File: src/rtl/hazard_scheduler.sv
// -----------------------------------------------------------------------------
// hazard_scheduler
//
// Hazard controller for the five-stage MIPS core. Compares the D- and E-stage
// source registers against the destinations carried in the E, M and W pipeline
// registers. From that comparison it produces:
//   - the stall/flush controls that freeze F and D and bubble E,
//   - the D- and E-stage forwarding selects,
//   - the busy counter that serialises the shared HI/LO multiply/divide unit,
//   - a saturating count of stalled cycles.
//
// Parameters
//   MULT_CYCLES   busy cycles after a mult/multu issues
//   DIV_CYCLES    busy cycles after a div/divu issues
//
// Ports
//   clk                    rising-edge clock
//   reset                  synchronous reset, active low
//   A_rsD, A_rtD           D-stage source register numbers
//   TuseRsD, TuseRtD       cycles until D needs rs/rt (3 = never used)
//   MdUseD                 D-stage instruction uses the HI/LO unit
//   A_rsE, A_rtE           E-stage source register numbers
//   AwriteE/M/W            destination register per stage
//   RegWriteE/M/W          stage will write the register file
//   TnewE, TnewM           cycles until the stage's result is available
//   MdStartE               E-stage instruction starts a mult/div
//   MdIsDivE               qualifies MdStartE: 1 = divide, 0 = multiply
//   StallF, StallD         hold PC / hold F/D register
//   FlushE                 load a bubble into the D/E register
//   MdBusy                 HI/LO unit occupied (registered state)
//   FwdRsD, FwdRtD         D forward select: 0 = regfile, 1 = W, 2 = M
//   FwdRsE, FwdRtE         E forward select: 0 = D/E value, 1 = W, 2 = M
//   StallCount             stalled cycles since reset, saturating
// -----------------------------------------------------------------------------
module hazard_scheduler #(
    parameter int MULT_CYCLES = 5,
    parameter int DIV_CYCLES  = 10
) (
    input  logic        clk,
    input  logic        reset,

    input  logic [4:0]  A_rsD,
    input  logic [4:0]  A_rtD,
    input  logic [1:0]  TuseRsD,
    input  logic [1:0]  TuseRtD,
    input  logic        MdUseD,

    input  logic [4:0]  A_rsE,
    input  logic [4:0]  A_rtE,

    input  logic [4:0]  AwriteE,
    input  logic [4:0]  AwriteM,
    input  logic [4:0]  AwriteW,
    input  logic        RegWriteE,
    input  logic        RegWriteM,
    input  logic        RegWriteW,
    input  logic [1:0]  TnewE,
    input  logic [1:0]  TnewM,

    input  logic        MdStartE,
    input  logic        MdIsDivE,

    output logic        StallF,
    output logic        StallD,
    output logic        FlushE,
    output logic        MdBusy,
    output logic [1:0]  FwdRsD,
    output logic [1:0]  FwdRtD,
    output logic [1:0]  FwdRsE,
    output logic [1:0]  FwdRtE,
    output logic [31:0] StallCount
);

    // Counter must hold the longer of the two latencies, and is never
    // narrower than 4 bits.
    localparam int MAX_CYCLES = (DIV_CYCLES > MULT_CYCLES) ? DIV_CYCLES : MULT_CYCLES;
    localparam int CNT_W_RAW  = $clog2(MAX_CYCLES + 1);
    localparam int CNT_W      = (CNT_W_RAW < 4) ? 4 : CNT_W_RAW;

    localparam logic [CNT_W-1:0] MULT_LOAD = CNT_W'(MULT_CYCLES);
    localparam logic [CNT_W-1:0] DIV_LOAD  = CNT_W'(DIV_CYCLES);

    localparam logic [1:0] FWD_NONE = 2'd0;
    localparam logic [1:0] FWD_W    = 2'd1;
    localparam logic [1:0] FWD_M    = 2'd2;

    // ------------------------------------------------------------------
    // Register-number comparison helpers. $0 is hardwired to zero and so
    // can never create a dependency.
    // ------------------------------------------------------------------
    function automatic logic src_match(
        input logic       reg_write,
        input logic [4:0] awrite,
        input logic [4:0] src
    );
        return reg_write && (awrite == src) && (src != 5'd0);
    endfunction

    // M result wins over W because it is the younger write to the register.
    // M only forwards once its value actually exists (Tnew == 0).
    function automatic logic [1:0] fwd_sel(
        input logic match_m,
        input logic tnew_m_zero,
        input logic match_w
    );
        if (match_m && tnew_m_zero) begin
            return FWD_M;
        end else if (match_w) begin
            return FWD_W;
        end else begin
            return FWD_NONE;
        end
    endfunction

    // ------------------------------------------------------------------
    // Source matches
    // ------------------------------------------------------------------
    logic rs_d_match_e, rs_d_match_m, rs_d_match_w;
    logic rt_d_match_e, rt_d_match_m, rt_d_match_w;
    logic rs_e_match_m, rs_e_match_w;
    logic rt_e_match_m, rt_e_match_w;

    always_comb begin
        rs_d_match_e = src_match(RegWriteE, AwriteE, A_rsD);
        rs_d_match_m = src_match(RegWriteM, AwriteM, A_rsD);
        rs_d_match_w = src_match(RegWriteW, AwriteW, A_rsD);
        rt_d_match_e = src_match(RegWriteE, AwriteE, A_rtD);
        rt_d_match_m = src_match(RegWriteM, AwriteM, A_rtD);
        rt_d_match_w = src_match(RegWriteW, AwriteW, A_rtD);
        rs_e_match_m = src_match(RegWriteM, AwriteM, A_rsE);
        rs_e_match_w = src_match(RegWriteW, AwriteW, A_rsE);
        rt_e_match_m = src_match(RegWriteM, AwriteM, A_rtE);
        rt_e_match_w = src_match(RegWriteW, AwriteW, A_rtE);
    end

    // ------------------------------------------------------------------
    // State
    // ------------------------------------------------------------------
    logic [CNT_W-1:0] md_cnt_q,    md_cnt_d;
    logic [31:0]      stall_cnt_q, stall_cnt_d;

    logic md_busy;
    assign md_busy = (md_cnt_q != '0);

    // ------------------------------------------------------------------
    // Stall decision. A consumer must wait while the producer's result
    // arrives later (Tnew) than the consumer needs it (Tuse).
    // ------------------------------------------------------------------
    logic stall_rs, stall_rt, stall_md, stall_raw;

    always_comb begin
        stall_rs  = (rs_d_match_e && (TuseRsD < TnewE)) ||
                    (rs_d_match_m && (TuseRsD < TnewM));
        stall_rt  = (rt_d_match_e && (TuseRtD < TnewE)) ||
                    (rt_d_match_m && (TuseRtD < TnewM));
        // MdStartE covers the issue cycle itself, before the counter has
        // been loaded, so the stall starts without a one-cycle hole.
        stall_md  = MdUseD && (md_busy || MdStartE);
        stall_raw = stall_rs || stall_rt || stall_md;
    end

    // While reset is low the pipeline must not see stalls or forwards.
    logic stall;
    assign stall = reset && stall_raw;

    always_comb begin
        StallF = stall;
        StallD = stall;
        FlushE = stall;

        FwdRsD = FWD_NONE;
        FwdRtD = FWD_NONE;
        FwdRsE = FWD_NONE;
        FwdRtE = FWD_NONE;
        if (reset) begin
            FwdRsD = fwd_sel(rs_d_match_m, (TnewM == 2'd0), rs_d_match_w);
            FwdRtD = fwd_sel(rt_d_match_m, (TnewM == 2'd0), rt_d_match_w);
            FwdRsE = fwd_sel(rs_e_match_m, (TnewM == 2'd0), rs_e_match_w);
            FwdRtE = fwd_sel(rt_e_match_m, (TnewM == 2'd0), rt_e_match_w);
        end
    end

    // ------------------------------------------------------------------
    // Next-state logic
    // ------------------------------------------------------------------
    always_comb begin
        md_cnt_d = md_cnt_q;
        // A new start always reloads; it never adds to the remaining time.
        if (MdStartE) begin
            md_cnt_d = MdIsDivE ? DIV_LOAD : MULT_LOAD;
        end else if (md_busy) begin
            md_cnt_d = md_cnt_q - 1'b1;
        end
    end

    always_comb begin
        stall_cnt_d = stall_cnt_q;
        if (stall && (stall_cnt_q != 32'hFFFF_FFFF)) begin
            stall_cnt_d = stall_cnt_q + 32'd1;
        end
    end

    always_ff @(posedge clk) begin
        if (!reset) begin
            md_cnt_q    <= '0;
            stall_cnt_q <= '0;
        end else begin
            md_cnt_q    <= md_cnt_d;
            stall_cnt_q <= stall_cnt_d;
        end
    end

    assign MdBusy     = md_busy;
    assign StallCount = stall_cnt_q;

endmodule

File: config.mk
export PLATFORM = sky130hd
export DESIGN_NAME = hazard_scheduler
export DESIGN_NICKNAME = d
export VERILOG_FILES = /design/src/rtl/hazard_scheduler.sv
export SDC_FILE = /design/constraint.sdc
export NUM_CORES = 1
export LEC_CHECK = 0
export CAP_MARGIN = 25
export CORE_ASPECT_RATIO = 0.9
export CORE_MARGIN = 1
export CORE_UTILIZATION = 43
export DETAILED_ROUTE_END_ITERATION = 10
export PLACE_DENSITY = 0.78
export SYNTH_ARGS = -nofsm -noshare
export SYNTH_HDL_FRONTEND = slang
export SYNTH_SLANG_ARGS = --single-unit
export TNS_END_PERCENT = 50
File: constraint.sdc
create_clock -name clk -period 2.65 [get_ports clk]
set_input_delay 0.53 -clock clk [delete_from_list [all_inputs] [get_ports clk]]
set_output_delay 0.53 -clock clk [all_outputs]
set_load 0.03 [all_outputs]
==> out/results.tsv <==
stage	metric	value	unit
timing	clock skew	0.00534	ns
logic_synthesis	Post-Synth Adder-Cell Area	0.0295	
power	pwr dens	349	mW/mm^2
timing	final setup fails	3	
placement	port bufs	94	
setup_path	reg2reg end	StallCount[15]$_SDFFE_PN0P_	
min_path	Worst Hold End	StallCount[9]$_SDFFE_PN0P_	
logic_synthesis	mapped cell area	0.00297	mm^2
routing	DRC Markers	0	
logic_synthesis	Synth warnings	0	
logic_synthesis	top cell type's share of synthesized area	0.243	
routing	antenna-violating nets left	0	
routing	Vias	3317	
timing	RSZ-0062 raised after global routing	true	
timing	Setup WS post-layout	-0.0456	ns
clock_tree	CTS buffer count	5	
placement	routability congestion estimate	0.942	
timing	Final Slew Violations	0	
floorplan	Chip Width	89.6	um
floorplan	Site Rows	28	
logic_synthesis	main area contributors after synthesis	dfxtp_1 24%, xnor2_1 14%, o31ai_1 3.8%	
floorplan	I/O Pins	95	
finish	ratio of cells with drive above 1 in the final layout	0.319	
setup_path	Critical Path Fanout Max	4	
timing	Setup TNS Final	-0.136	ns
logic_synthesis	top-count cell post-synth	xnor2_1	
logic_synthesis	largest family of logic cells by synthesized area	simple AND/OR/NAND/NOR gates	
finish	Syn-to-layout area delta	59.0	%
logic_synthesis	syn_nets	414	
finish	Fill cells	519	
timing	Final Cycle Share	1.02	
floorplan	Die Ht	80.8	um
clock_tree	largest buffer count on any clock path	2	
grt	first-pass GRT wire length	14.5	mm
setup_path	r2r startpoint	md_cnt_q[1]$_SDFFE_PN0N_	
timing	FMAX	0.371	GHz
status	status	finished, violations left	
power	Pleak	1.69	nW
clock_tree	Root Buffer Master	clkbuf_8	
routing	Avg WL per Cell	15.8	um
placement	post-detail-place hpwl	6.82	mm
power	Peak VDD IR	0.272	mV
min_path	worst hold path depth	2	
placement	area of placed instances	0.00434	mm^2
logic_synthesis	post-synthesis sequential area ratio	0.243	
timing	Final min period	2.70	ns
flow_run	max_cap viols	0	
finish	design area	0.00472	mm^2
floorplan	CORE AREA	0.00662	mm^2
finish	Final #Nets	562	
status	failing checks	setup timing	
timing	Fin. Hold Viols	0	
logic_synthesis	top_reg_cell synth	dfxtp_1	
clock_tree	# hold bufs at CTS	0	
clock_tree	Sink Count	36	
routing	1st-iter DRT viols	210	
routing	drt pass-1 iters	4	
grt	GRT Residual Overflow	0	
clock_tree	CTS tree	done	
logic_synthesis	Async SR Flop Fraction	0	
logic_synthesis	Yosys top cell by area	dfxtp_1	
logic_synthesis	Cell variety after synth	58	
grt	initial antenna violation count	0	
setup_path	Data required, critical path	2.12	ns
routing	Via-to-Cell Ratio	5.57	
floorplan	die area	0.00724	mm^2
setup_path	kind of critical path	reg -> out	
grt	pin count of the biggest net entering global routing	27	
floorplan	starting density of the core	0.448	
min_path	Hold Crit Class	reg -> reg	
routing	Post-Route WL	9.40	mm
grt	vias in the first global route	3104	
setup_path	CP Data Arrival Time	2.17	ns
timing	Slew HR	0.721	
clock_tree	# H-tree levels	2	
setup_path	nature of the critical path endpoint	output port	
logic_synthesis	most frequent cells after synthesis	48 x xnor2_1, 36 x dfxtp_1, 20 x nand2_1	
min_path	Hold Startpoint	StallCount[9]$_SDFFE_PN0P_	
power	Tot Pwr	0.00165	W
logic_synthesis	XOR/XNOR Fraction of Synth Area	0.156	
finish	antenna cell count	0	
timing	measured slew at the worst slew-check pin	0.418	ns
setup_path	Reg2Reg Depth	13	
setup_path	reg2reg setup slack	0.31	ns
logic_synthesis	Synth Area in Compound Gates	0.186	
clock_tree	Worst-path clk slew	0.08	ns
logic_synthesis	post-synthesis simple-gate area fraction	0.311	
logic_synthesis	Post-Syn Instances	356	
clock_tree	clock latency on the worst-skew pair	0.29	ns
logic_synthesis	flops & latches, synth	36	
logic_synthesis	mux cell area share after synthesis	0.0135	
setup_path	Startpoint Class	flop	
logic_synthesis	Post-synth EDFFs	0	
logic_synthesis	Synth Area per Inst	8.33	um^2
grt	Global Route Usage Sum	0.257	
## per-stage QoR
stage                     instances  hold WS, ns  utilization  setup slack [ns]
after floorplan                 356        0.595            -            -0.210
after global placement          577        0.472        0.656            -0.471
after detailed placement        577        0.487        0.656            -0.496
after CTS                       590        0.497        0.696           -0.0262
after global routing            595        0.532        0.713            -0.130
final                           595        0.495        0.713           -0.0456
## report_power, final
part	switching (W)	total [W]	internal, W
Sequential	0.0000127	0.000564	0.000551
Clock	0.000204	0.000536	0.000332
Combinational	0.000251	0.000547	0.000296
Total	0.000468	0.00165	0.00118
## flip-flops by register name, indices dropped and copies added, names as in the netlist
signal,flops
StallCount,32
md_cnt_q,4
## critical path: stages (launching register included)
cell	delay, ns
dfxtp_2	0.34
inv_2	0.08
ha_4	0.13
nor3b_4	0.21
inv_2	0.07
o21ai_2	0.16
buf_6	0.13
o41ai_4	0.08
nor4_4	0.33
buf_12	0.16
nor2_4	0.04
buf_6	0.15
## repair_timing
item	4_1_cts	5_1_grt
setup buffers	4	5
pin swaps	21	21
setup endpoints to repair	24	24
gates cloned	1	0
gates resized for setup	89	31
## cell usage in the layout (no fill, tap or decap), types with 4 or more instances in the layout
master / n
o21ai_1: 6
ha_1: 4
nor4_1: 5
o211ai_1: 5
or4_1: 10
a21oi_2: 11
nor2_4: 4
xnor2_1: 47
clkdlybuf4s50_1: 55
a21oi_1: 15
nand2_1: 20
dlygate4sd2_1: 11
nand3_1: 16
o21ai_2: 8
o31ai_1: 15
buf_6: 7
xor2_1: 5
buf_2: 6
and3_1: 8
mux2i_1: 4
clkbuf_8: 7
nor3_1: 11
dfxtp_1: 34
clkdlybuf4s15_2: 4
nand4_1: 16
or4_4: 6
buf_4: 73
inv_2: 5
nand2b_1: 9
nor2_1: 6
or3_1: 10
o21a_1: 4
## final cells by class
type	instances	area, um^2	area share
repair buffers	166	1480	0.315
multi-input cells	288	2250	0.476
clock inverters	1	30.0	0.00636
well taps	90	113	0.0239
inverters	7	26.3	0.00557
flip-flops and latches	36	723	0.153
clock buffers	7	96.3	0.0204
## per-layer routing
metal	wire, um	global-route usage	up-vias	share of wire
met3	350	0.0335	9	0.037
met4	89	0.0698	0	0.0095
met1	4200	0.348	1592	0.45
met5	0	0	-	0
met2	4760	0.428	84	0.51
li1	-	-	1632	-
## kinds of logic after synthesis
group	after synthesis
compound gates	77
xor+xnor	53
fa+ha+maj	7
buf+inv	32
flops	36
mux	4
simple gates	147
## worst max path at each step
stage | from | to
floorplan | A_rsD[1] | StallF
global placement | A_rsD[1] | FlushE
detailed placement | TnewE[1] | StallCount[31]$_SDFFE_PN0P_
CTS | A_rsD[1] | StallF
global route | md_cnt_q[1]$_SDFFE_PN0N_ | StallF
finish | md_cnt_q[1]$_SDFFE_PN0N_ | StallF
No activity file was read; power rests on OpenSTA's default activity.
